File: config.mk
export PLATFORM = sky130hd
export DESIGN_NAME = secded_scrub_ctrl
export DESIGN_NICKNAME = d
export VERILOG_FILES = /design/src/rtl/secded_pkg.sv /design/src/rtl/secded_codec.sv /design/src/rtl/secded_scrub_ctrl.sv
export SDC_FILE = /design/constraint.sdc
export NUM_CORES = 1
export LEC_CHECK = 0
export ABC_CLOCK_PERIOD_IN_PS = 6500
export CAP_MARGIN = 10
export CORE_ASPECT_RATIO = 1.25
export CORE_UTILIZATION = 30
export DETAILED_ROUTE_END_ITERATION = 8
export MAX_ROUTING_LAYER = met4
export SLEW_MARGIN = 10
export SYNTH_ARGS = -nofsm -noshare
export SYNTH_HDL_FRONTEND = slang
export SYNTH_SLANG_ARGS = --single-unit
File: constraint.sdc
create_clock -name clk -period 6.5 [get_ports clk]
set_clock_uncertainty 0.05 [all_clocks]
set_input_delay 1.3 -clock clk [delete_from_list [all_inputs] [get_ports clk]]
set_output_delay 1.3 -clock clk [all_outputs]
set_load 0.05 [all_outputs]
File: src/rtl/secded_pkg.sv
// Shared SECDED definitions: check-bit sizing, codeword positions and scrubber states.
package secded_pkg;

    // Smallest m with 2**m >= m + k + 1.
    function automatic int calculate_m(input int k);
        int m;
        m = 1;
        while ((1 << m) < (m + k + 1)) m++;
        return m;
    endfunction

    // Hamming position (1-based, bit 0 is the overall parity) of data bit i.
    // Data fills the non-power-of-two positions in ascending order.
    function automatic int data_pos(input int i);
        int pos;
        int seen;
        pos  = 0;
        seen = 0;
        for (int q = 3; q < 64; q++) begin
            if ((q & (q - 1)) != 0) begin
                if (seen == i && pos == 0) pos = q;
                seen++;
            end
        end
        return pos;
    endfunction

    // Position of the overall parity bit inside the stored codeword.
    localparam int OVERALL_POS = 0;

    typedef enum logic [2:0] {
        S_IDLE    = 3'd0,
        S_RD_REQ  = 3'd1,
        S_RD_WAIT = 3'd2,
        S_CHECK   = 3'd3,
        S_WR_REQ  = 3'd4,
        S_GAP     = 3'd5
    } scrub_state_e;

endpackage

File: src/rtl/secded_codec.sv
// Combinational SECDED codec: decode/correct a stored codeword and re-encode data.
module secded_codec
    import secded_pkg::*;
#(
    parameter  int K = 8,
    localparam int M = calculate_m(K),
    localparam int N = K + M + 1
) (
    input  logic [N-1:0] cw,
    output logic [K-1:0] dec_data,
    output logic         sec,
    output logic         ded,
    input  logic [K-1:0] enc_data,
    output logic [N-1:0] enc_cw
);

    logic [M-1:0] syn;
    logic [N-1:0] fixed_cw;

    // Syndrome + overall parity classify the word; a single flip is undone in place.
    always_comb begin
        syn      = '0;
        fixed_cw = cw;
        sec      = 1'b0;
        ded      = 1'b0;
        dec_data = '0;
        for (int q = 1; q < N; q++) begin
            if (cw[q]) syn = syn ^ M'(q);
        end
        if (^cw) begin
            // odd weight: single error at position syn (0 = overall parity bit)
            if (int'(syn) < N) begin
                sec = 1'b1;
                for (int q = 0; q < N; q++) begin
                    if (q == int'(syn)) fixed_cw[q] = ~cw[q];
                end
            end else begin
                ded = 1'b1;
            end
        end else if (syn != '0) begin
            ded = 1'b1;
        end
        for (int i = 0; i < K; i++) dec_data[i] = fixed_cw[data_pos(i)];
    end

    // Place data, derive each power-of-two check bit, then the overall parity.
    always_comb begin
        enc_cw = '0;
        for (int i = 0; i < K; i++) enc_cw[data_pos(i)] = enc_data[i];
        for (int j = 0; j < M; j++) begin
            for (int q = 1; q < N; q++) begin
                if (((q >> j) & 1) == 1 && q != (1 << j)) begin
                    enc_cw[1 << j] = enc_cw[1 << j] ^ enc_cw[q];
                end
            end
        end
        enc_cw[OVERALL_POS] = ^enc_cw[N-1:1];
    end

endmodule

File: src/rtl/secded_scrub_ctrl.sv
// Background ECC scrubber: walks the memory, corrects single-bit errors by
// writeback and logs double-bit errors. Shares the port via req/gnt.
//
// state     | meaning
// ----------+--------------------------------------------------
// S_IDLE    | scrubbing disabled, pointer retained
// S_RD_REQ  | read request at ptr held until granted
// S_RD_WAIT | waiting for read data valid
// S_CHECK   | decode captured word, update counters/writeback
// S_WR_REQ  | corrected writeback held until granted
// S_GAP     | idle spacing, then advance pointer
module secded_scrub_ctrl
    import secded_pkg::*;
#(
    parameter  int K        = 8,
    parameter  int ADDR_W   = 4,
    parameter  int INTERVAL = 4,
    parameter  int CNT_W    = 8,
    localparam int M        = calculate_m(K),
    localparam int N        = K + M + 1
) (
    input  logic              clk,
    input  logic              rst_n,
    input  logic              i_enable,
    input  logic              i_clr,
    output logic              o_mem_req,
    output logic              o_mem_we,
    output logic [ADDR_W-1:0] o_mem_addr,
    output logic [N-1:0]      o_mem_wdata,
    input  logic              i_mem_gnt,
    input  logic              i_mem_rvalid,
    input  logic [N-1:0]      i_mem_rdata,
    output logic              o_busy,
    output logic              o_sweep_done,
    output logic [CNT_W-1:0]  o_sec_cnt,
    output logic [CNT_W-1:0]  o_ded_cnt,
    output logic              o_ded_flag,
    output logic [ADDR_W-1:0] o_ded_addr
);

    localparam int GAP_W = (INTERVAL > 0) ? $clog2(INTERVAL + 1) : 1;
    localparam logic [ADDR_W-1:0] PTR_LAST = '1;

    scrub_state_e      state;
    logic [ADDR_W-1:0] ptr;
    logic [N-1:0]      rdata_q;
    logic [GAP_W-1:0]  gap_cnt;
    logic [K-1:0]      dec_data;
    logic              dec_sec;
    logic              dec_ded;
    logic [N-1:0]      enc_cw;

    secded_codec #(.K(K)) u_codec (
        .cw       (rdata_q),
        .dec_data (dec_data),
        .sec      (dec_sec),
        .ded      (dec_ded),
        .enc_data (dec_data),
        .enc_cw   (enc_cw)
    );

    // Scrub sequencer with registered memory-port outputs.
    always_ff @(posedge clk or negedge rst_n) begin
        if (!rst_n) begin
            state        <= S_IDLE;
            ptr          <= '0;
            rdata_q      <= '0;
            gap_cnt      <= '0;
            o_mem_req    <= 1'b0;
            o_mem_we     <= 1'b0;
            o_mem_addr   <= '0;
            o_mem_wdata  <= '0;
            o_busy       <= 1'b0;
            o_sweep_done <= 1'b0;
        end else begin
            o_sweep_done <= 1'b0;
            case (state)
                S_IDLE: begin
                    if (i_enable) begin
                        state      <= S_RD_REQ;
                        o_mem_req  <= 1'b1;
                        o_mem_we   <= 1'b0;
                        o_mem_addr <= ptr;
                        o_busy     <= 1'b1;
                    end
                end
                S_RD_REQ: begin
                    if (i_mem_gnt) begin
                        state     <= S_RD_WAIT;
                        o_mem_req <= 1'b0;
                    end
                end
                S_RD_WAIT: begin
                    if (i_mem_rvalid) begin
                        rdata_q <= i_mem_rdata;
                        state   <= S_CHECK;
                    end
                end
                S_CHECK: begin
                    if (dec_sec) begin
                        o_mem_wdata <= enc_cw;
                        o_mem_req   <= 1'b1;
                        o_mem_we    <= 1'b1;
                        o_mem_addr  <= ptr;
                        state       <= S_WR_REQ;
                    end else begin
                        gap_cnt <= GAP_W'(INTERVAL);
                        state   <= S_GAP;
                    end
                end
                S_WR_REQ: begin
                    if (i_mem_gnt) begin
                        o_mem_req <= 1'b0;
                        o_mem_we  <= 1'b0;
                        gap_cnt   <= GAP_W'(INTERVAL);
                        state     <= S_GAP;
                    end
                end
                S_GAP: begin
                    if (gap_cnt != '0) begin
                        gap_cnt <= gap_cnt - 1'b1;
                    end else begin
                        ptr <= ptr + 1'b1;
                        if (ptr == PTR_LAST) o_sweep_done <= 1'b1;
                        if (i_enable) begin
                            state      <= S_RD_REQ;
                            o_mem_req  <= 1'b1;
                            o_mem_we   <= 1'b0;
                            o_mem_addr <= ptr + 1'b1;
                        end else begin
                            state  <= S_IDLE;
                            o_busy <= 1'b0;
                        end
                    end
                end
                default: begin
                    state     <= S_IDLE;
                    o_mem_req <= 1'b0;
                    o_mem_we  <= 1'b0;
                    o_busy    <= 1'b0;
                end
            endcase
        end
    end

    // Error statistics; a clear beats a same-cycle increment.
    always_ff @(posedge clk or negedge rst_n) begin
        if (!rst_n) begin
            o_sec_cnt  <= '0;
            o_ded_cnt  <= '0;
            o_ded_flag <= 1'b0;
            o_ded_addr <= '0;
        end else if (i_clr) begin
            o_sec_cnt  <= '0;
            o_ded_cnt  <= '0;
            o_ded_flag <= 1'b0;
            o_ded_addr <= '0;
        end else if (state == S_CHECK) begin
            if (dec_sec && o_sec_cnt != '1) o_sec_cnt <= o_sec_cnt + 1'b1;
            if (dec_ded) begin
                if (o_ded_cnt != '1) o_ded_cnt <= o_ded_cnt + 1'b1;
                o_ded_flag <= 1'b1;
                o_ded_addr <= ptr;
            end
        end
    end

endmodule

==> results of run 1 <==
## how the worst min path moves through the flow
stage	end	slack, ns	start	depth (start not counted)
finish	o_mem_addr[0]	0.43	o_mem_addr[0]	2
global route	gap_cnt[0]	0.46	gap_cnt[0]	1
CTS	o_mem_addr[2]	0.44	o_mem_addr[2]	2
detailed placement	o_mem_addr[2]	0.42	o_mem_addr[2]	2
global placement	gap_cnt[0]	0.42	gap_cnt[0]	1
floorplan	gap_cnt[0]	0.40	gap_cnt[0]	1
## worst max-delay path: stages (launching register included)
cell	delay (ns)
dfrtp_1	0.44
xnor2_2	0.38
xnor3_2	0.54
nor2_2	0.24
o21ai_1	0.15
a21oi_2	0.21
buf_4	0.32
and3_1	0.27
a31o_2	0.16
a21oi_1	0.05
## metal layers
| layer | global-route usage, % | up-vias |
|---|---|---|
| li1 | - | 1398 |
| met4 | 5.97 | 0 |
| met2 | 22.2 | 60 |
| met5 | - | - |
| met1 | 17.0 | 1383 |
| met3 | 3.91 | 10 |
## flip-flops by register name, indices dropped and copies added, names as in the netlist, 3 cells and up
name	flops
o_mem_addr	4
o_sec_cnt	8
gap_cnt	3
o_ded_cnt	8
o_ded_addr	4
state	3
o_mem_wdata	13
rdata_q	13
ptr	4
## stage by stage
stage	hold WS (ns)	area (sq um)
2_1_floorplan	0.401	3730
3_3_place_gp	0.419	4460
3_5_place_dp	0.424	4460
4_1_cts	0.437	4800
5_1_grt	0.460	4800
6_report	0.431	4800
## cell families after synthesis
| logic type | count (synthesis) | synth area share (%) |
|---|---|---|
| buffers and inverters | 27 | 3.82 |
| AND/OR/NAND/NOR | 128 | 16.5 |
| XOR/XNOR | 59 | 17.5 |
| adder cells (fa/ha/maj) | 5 | 1.68 |
| AO/OA/AOI/OAI | 65 | 9.86 |
| multiplexers | 24 | 6.98 |
| flip-flops | 65 | 43.6 |
## final cells by class
class                   count  area share, %
multi-input cells         281           40.9
clock buffers              11           5.05
clock inverters             5           2.14
inverters                  11          0.860
flip-flops and latches     65           33.9
repair buffers             63           12.9
well taps                 164           4.27
## cells in the mapped netlist (all sizes together), types with 2 or more instances
cell     n
dfrtp   65
nor2    45
xnor2   42
a21oi   29
nand2   26
o21ai   23
mux2    16
xor2    14
nand4   12
clkbuf  11
nand3   11
inv     10
mux2i    8
nor3     7
and3     6
nor2b    6
buf      5
ha       5
nor4     4
or3      4
and2     3
xnor3    3
a211oi   2
nand2b   2
o31ai    2
==> impl_metrics.toml, run 1 <==
[clock_tree]
htreeDepth = 3
cts_tree = "done"
clk_pin_slew_worst_paths_ns = 0.06
root_buffer = "clkbuf_16"
cts.sinks = 65
clkLatencyLatePin_ns = 0.33
clk_path_buf_depth = 2
holdBufCountCts = 0
cts_setup_buffers = 0
cts-resized-gates = 0
cts_buffers = 9

[setup_path]
critPathCaptureType = "register"
path_max_fanout = 29
critPathKind = "register to register"
rr_worst_depth = 9
critPathLaunchType = "register"
crit_path_start = "rdata_q[3]"
cp-endpoint = "o_sec_cnt[5]"
cp.required_ns = 6.62
r2r_start = "rdata_q[3]"
regToRegSetupSlack_ns = 3.52
reg2reg_to = "o_sec_cnt[5]"
worstPathArrival_ns = 3.10

[timing]
setup_viol_count_final = 0
slew_viol_final = 0
hold_violations = 0
max_freq_ghz = 0.336
rsz0062_at_grt = "no"
tns_ns = 0
fin_crit_ns = 2.98
worst_slack_ns = 3.52
period_share_pct = 45.8
max_slew_margin_pct = 43.8
tightestPinTransition_ns = 0.843

[routing]
drt_wl_total_mm = 8.16
drt.antenna.violating_nets = 0
vias_per_cell = 4.75
dr.pass1.iters = 4
wl_met3_um = 377
wl_met2_mm = 4.03
routedWlPerCell_um = 13.6
vias = 2851
drc = 0
highest_layer = "met4"
dr.first_iter.drc_count = 119
met1_length_mm = 3.59

[final_layout]
nFillCells = 1189
syn2layout_area_growth_pct = 28.8
stdcell_count = 600
multi_input_area_sq_mm = 0.00197
fin_nets = 455
layout-drive-gt1-share_pct = 12.6
area.sequential_sq_mm = 0.00163
insertedDiodeCount = 0
mostFrequentLayoutCell = "dfrtp_1"
postLayoutCoreUtil_pct = 39.7
final_cell_mix = "dfrtp_1, clkdlybuf4s50_1, nor2_1"

[place]
placed_cells = 584
dpl.hpwl_mm = 5.92
gp_congestion = 0.871
port_buffers = 60
post-place-ws_ns = 3.51

[logic_synthesis]
synth-seq-area-share_pct = 43.6
synth_top_cell_area_share_pct = 43.6
syn_nets = 397
ys.flop_type = "dfrtp_1"
synthArstFlopShare_pct = 100
syn_avg_cell_area_sq_um = 10.0
syn_area_sq_mm = 0.00373
yosysWarnings = 0
synth-edff-count = 0
syn-instance-count = 373
synth-seq-cells = 65
yosysUniqueCellTypes = 49
synth.area.top_cells = "dfrtp_1, xnor2_1, mux2_2"
synth_top_area_cell = "dfrtp_1"

[floorplanning]
fp-row-count = 45
die_w_um = 102
core-area_sq_mm = 0.0121
die_area_sq_mm = 0.0129
start_util_pct = 30.8
io_pins = 61
die_h_um = 127

[grt]
grt_max_degree = 66
antenna_found_initial = 0
grt_usage_pct = 14.2
gr-total-overflow = 0
grt_pass1_vias = 2838
grt_pass1_wl_mm = 13.7

[flow_run]
max_cap_viol_count = 0

[min_path]
min_path_type = "register to register"

[status]
status = "finished, final reports clean"
Power of run 1 is not shown: default switching activity piles up to over one toggle a cycle in this logic, so the estimate is an artifact.
==> inputs of run 2 (changes only) <==
--- a/config.mk
+++ b/config.mk
@@ -5,7 +5,7 @@
 export SDC_FILE = /design/constraint.sdc
 export NUM_CORES = 1
 export LEC_CHECK = 0
-export ABC_CLOCK_PERIOD_IN_PS = 6500
+export ABC_CLOCK_PERIOD_IN_PS = 2650
 export CAP_MARGIN = 10
 export CORE_ASPECT_RATIO = 1.25
 export CORE_UTILIZATION = 30
==> constraint.sdc (replaced) <==
create_clock -name clk -period 2.65 [get_ports clk]
set_clock_uncertainty 0.05 [all_clocks]
set_input_delay 0.53 -clock clk [delete_from_list [all_inputs] [get_ports clk]]
set_output_delay 0.53 -clock clk [all_outputs]
set_load 0.05 [all_outputs]
==> run 2 against run 1 <==
Effect of this change: global-route usage rose by 0.35 points; hold slack lost 0.0020 ns; non-clock buffer count up 28; cell count increased by 5.0%; sequential share of layout area decreased by 2.8 points; register-to-register slack worse by 3.4 ns.
==> impl_metrics.toml, run 2 (synthesized netlist as in run 1, its figures left out) <==
[clock_tree]
root_buffer = "clkbuf_16"
clkLatencyLatePin_ns = 0.33
cts_tree = "done"
cts.sinks = 65
clk_pin_slew_worst_paths_ns = 0.06
clk_path_buf_depth = 2
htreeDepth = 3
cts_buffers = 9

[final_layout]
stdcell_count = 630
syn2layout_area_growth_pct = 40.8
insertedDiodeCount = 0
fin_nets = 485
mostFrequentLayoutCell = "dfrtp_1"
multi_input_area_sq_mm = 0.00219
layout-drive-gt1-share_pct = 20.8
area.sequential_sq_mm = 0.00163
nFillCells = 1152
final_cell_mix = "dfrtp_1, clkdlybuf4s50_1, nor2_1"
top_regs = "o_mem_wdata (13), rdata_q (13)"

[timing]
hold_violations = 0
fin_crit_ns = 2.58
max_freq_ghz = 0.388
hold_ws_ns = 0.429
tightestPinTransition_ns = 0.787
rsz0062_at_grt = "yes"
slew_viol_final = 0
setup_viol_count_final = 0
period_share_pct = 97.3
max_slew_margin_pct = 47.4

[setup_path]
worstPathArrival_ns = 2.70
regToRegSetupSlack_ns = 0.07
crit_path_top_delay_cell = "dfrtp_1"
cp-endpoint = "o_sec_cnt[5]"
path_buf_inv = 2
cp.required_ns = 2.78
r2r_start = "rdata_q[2]"
critPathKind = "register to register"
critPathLaunchType = "register"
crit_chain = "xnor2_4 > buf_4 > xnor2_4 > nor4_1 > o21ai_1 > a21oi_4 > buf_4 > and3_1 > a31o_2 > a21oi_1"
path_depth = 10
path_max_fanout = 7
reg2reg_to = "o_sec_cnt[5]"
critPathCaptureType = "register"
rr_worst_depth = 10
cp_slowest_stage_delay_ns = 0.47
crit_path_start = "rdata_q[2]"
cp_top_family = "compound AO/OA/AOI/OAI gates"

[grt]
grt_max_degree = 58
grt_usage_pct = 14.5
grt_pass1_vias = 2785
gr-total-overflow = 0
grt_pass1_wl_mm = 13.9
antenna_found_initial = 0

[floorplanning]
start_util_pct = 30.8
core-area_sq_mm = 0.0121
die_h_um = 127
fp-row-count = 45
die_area_sq_mm = 0.0129
die_w_um = 102
io_pins = 61

[routing]
dr.first_iter.drc_count = 149
dr.pass1.iters = 4
drt_wl_total_mm = 8.89
drt.antenna.violating_nets = 0
vias_per_cell = 4.75
drc = 0
routedWlPerCell_um = 14.1
vias = 2992

[min_path]
holdPathStages = 2
min_path_type = "register to register"

[place]
dpl.hpwl_mm = 6.19
placed_cells = 599
gp_congestion = 0.825
port_buffers = 60

[status]
status = "finished, final reports clean"

[flow_run]
max_cap_viol_count = 0
[run 2: changes by cell type in the layout (fill, tap and decap cells not counted), moves of 2 or more]
| cell | change |
|---|---|
| buf_4 | +22 |
| xnor2_4 | +7 |
| buf_12 | +4 |
| xnor2_1 | -4 |
| dfrtp_1 | -3 |
| dfrtp_2 | +3 |
| xnor2_2 | -3 |
| xor2_4 | +3 |
| bufinv_16 | -2 |
| clkinvlp_4 | +2 |
[run 2: metrics by stage]
step           cell area, sq um  setup WS [ns]  util (%)  TNS [ns]
4_1_cts                    4970         0.0122      41.1         0
3_5_place_dp               4580        -0.0465      37.9   -0.0860
5_1_grt                    5250        -0.0414      43.4    -0.122
6_report                   5250         0.0722      43.4         0
2_1_floorplan              3730          0.112         -         0
3_3_place_gp               4580        -0.0118      37.9   -0.0382
[run 2: repair_timing]
action	CTS	global route
pin swaps	4	11
resized for setup	7	20
hold buffers	1	0
endpoints found under the setup margin	10	34
setup buffers	1	11
cloned	0	2
hold endpoints to repair	6	0
[run 2: routing by layer]
metal / GRT usage (%) / wire length, um / share of wire (%)
met4: 6.82 / 194 / 2.2
met1: 17.4 / 3750 / 42
met5: - / 0 / 0
met2: 23.2 / 4560 / 51
met3: 2.92 / 383 / 4.3
[run 2: layout make-up]
cell class | instances | share of cell area (%)
well taps | 164 | 3.91
repair buffers | 91 | 16.8
flip-flops and latches | 65 | 31.1
clock buffers | 9 | 4.29
inverters | 11 | 0.786
clock inverters | 7 | 1.36
multi-input cells | 283 | 41.8
[run 2: worst min-delay path by stage]
stage             startpoint       endpoint  slack [ns]
2_1_floorplan          rst_n     gap_cnt[0]        0.18
3_3_place_gp           rst_n  o_mem_addr[1]        0.35
3_5_place_dp           rst_n  o_mem_addr[2]        0.36
4_1_cts        o_mem_addr[2]  o_mem_addr[2]        0.44
5_1_grt        o_mem_addr[2]  o_mem_addr[2]        0.47
6_report       o_mem_addr[2]  o_mem_addr[2]        0.43
[run 2: worst reg2reg max path: cells and delay by family, from the launching register on]
family,cells,cell delay [ns]
DFF,1,0.47
AOI/OAI and AO/OA,4,0.60
buffers and inverters,2,0.36
and+or+nand+nor,2,0.54
xor gates and xnor gates,2,0.41
Power of run 2 is left out for the same reason.
==> inputs of run 3 (changes only) <==
--- a/config.mk
+++ b/config.mk
@@ -8,9 +8,10 @@
 export ABC_CLOCK_PERIOD_IN_PS = 2650
 export CAP_MARGIN = 10
 export CORE_ASPECT_RATIO = 1.25
-export CORE_UTILIZATION = 30
+export CORE_UTILIZATION = 49
 export DETAILED_ROUTE_END_ITERATION = 8
 export MAX_ROUTING_LAYER = met4
+export PLACE_DENSITY = 0.77
 export SLEW_MARGIN = 10
 export SYNTH_ARGS = -nofsm -noshare
 export SYNTH_HDL_FRONTEND = slang
==> run 3 against run 2 <==
Effect of this change: routed wire length shrank 5.2%; first-iteration DRC count is 60% higher; register-to-register slack improved by 0.03 ns; sequential share of layout area up 2.4 points; global-route usage rose by 8.7 points; highest routed layer unchanged; hold slack got worse by 0.35 ns; final area decreased by 7.0%; critical path depth decreased by 2; worst setup slack improved by 0.032 ns; cell count down 13%.
==> impl_metrics.toml, run 3 (synthesized netlist as in run 1, its figures left out) <==
[clock_tree]
cts_tree = "done"
clkLatencyLatePin_ns = 0.35
clk_path_buf_depth = 2
cts_buffers = 9
root_buffer = "clkbuf_8"
holdBufCountCts = 0
htreeDepth = 3
clk_pin_slew_worst_paths_ns = 0.07
cts.sinks = 65

[final_layout]
layout-drive-gt1-share_pct = 19.2
final_cell_mix = "dfrtp_1, clkdlybuf4s50_1, nor2_1"
fin_nets = 478
insertedDiodeCount = 0
syn2layout_area_growth_pct = 30.9
top_regs = "o_mem_wdata (13), rdata_q (13)"
nFillCells = 550
multi_input_area_sq_mm = 0.00212
area.sequential_sq_mm = 0.00163
mostFrequentLayoutCell = "dfrtp_1"
design_area_sq_mm = 0.00488

[setup_path]
cp_slowest_stage_delay_ns = 0.50
path_depth = 8
critPathLaunchType = "register"
crit_chain = "xnor2_4 > xnor3_2 > buf_4 > nand2b_2 > a21oi_2 > xnor2_1 > xnor3_1 > a21oi_1"
rr_worst_depth = 8
worstPathArrival_ns = 2.77
critPathKind = "register to register"
path_buf_inv = 1
cp.required_ns = 2.87
critPathCaptureType = "register"
crit_path_top_delay_cell = "xnor3_2"
cp_top_family = "XOR/XNOR gates"
path_max_fanout = 4

[routing]
routedWlPerCell_um = 15.3
dr.pass1.iters = 4
vias_per_cell = 5.40
dr.first_iter.drc_count = 239
drc = 0
drt.antenna.violating_nets = 0
drt_wl_total_mm = 8.43
vias = 2972

[grt]
gr-total-overflow = 0
grt_usage_pct = 23.2
grt_pass1_wl_mm = 13.7
grt_pass1_vias = 2895
antenna_found_initial = 0
grt_max_degree = 25

[place]
dpl.hpwl_mm = 5.88
port_buffers = 60
dpl_cell_area_sq_mm = 0.00450
post-place-ws_ns = -0.00257
gp_congestion = 0.895

[timing]
tightestPinTransition_ns = 0.762
max_slew_margin_pct = 49.1
period_share_pct = 96.1
rsz0062_at_grt = "yes"
fin_crit_ns = 2.55
worst_slack_ns = 0.105
setup_viol_count_final = 0
slew_viol_final = 0
hold_violations = 0
max_freq_ghz = 0.393

[floorplanning]
start_util_pct = 50.7
io_pins = 61
die_w_um = 80.0
die_area_sq_mm = 0.00797
die_h_um = 99.5
fp-row-count = 35
core-area_sq_mm = 0.00736

[flow_run]
max_cap_viol_count = 0

[min_path]
min_path_type = "primary input to asynchronous set/reset pin"

[status]
status = "finished, final reports clean"
## run 3: worst reg2reg max path: stages, from the launching register on
cell and delay (ns):
dfrtp_2 0.48, xnor2_4 0.26, xnor3_2 0.50, buf_4 0.16, nand2b_2 0.21, a21oi_2 0.16
xnor2_1 0.15, xnor3_1 0.33, a21oi_1 0.16
## run 3: final timing paths
kind,to,slack (ns),startpoint
setup / recovery,o_mem_wdata[0],0.10,rdata_q[11]
hold / removal,rdata_q[1],0.08,rst_n
setup reg to reg,o_mem_wdata[0],0.10,rdata_q[11]
hold reg to reg,o_mem_addr[1],0.44,o_mem_addr[1]
max in group asynchronous,rdata_q[11],1.77,rst_n
min in group clk,o_mem_addr[1],0.44,o_mem_addr[1]
## run 3: stage by stage
stage | cells | setup TNS, ns | utilization [%] | hold WS (ns)
6_report | 550 | 0 | 66.3 | 0.0792
4_1_cts | 545 | 0 | 63.6 | 0.0894
3_3_place_gp | 530 | 0 | 61.2 | 0.415
3_5_place_dp | 530 | -0.00257 | 61.2 | 0.430
2_1_floorplan | 373 | 0 | - | 0.184
5_1_grt | 550 | -0.173 | 66.3 | 0.108
## run 3: area by class of cell
| type | count | share of cell area, % |
|---|---|---|
| Multi-Input combinational cell | 282 | 43.4 |
| Sequential cell | 65 | 33.4 |
| Timing Repair Buffer | 85 | 16.6 |
| Clock buffer | 12 | 2.97 |
| Tap cell | 92 | 2.36 |
| Inverter | 11 | 0.846 |
| Clock inverter | 3 | 0.359 |
## run 3: timing repair
item,CTS,global route
buffers inserted,0,4
setup endpoints to repair,3,29
gates resized for setup,2,21
gates cloned,0,1
pin swaps,0,10
## run 3: metal layers
metal,global-route usage [%],part of all wire [%],vias to the layer above
met5,-,0,-
met4,11.1,2.4,0
met3,3.58,3.6,15
met2,37.9,52,77
met1,27.9,42,1443
li1,-,-,1437
Power of run 3 is left out for the same reason.
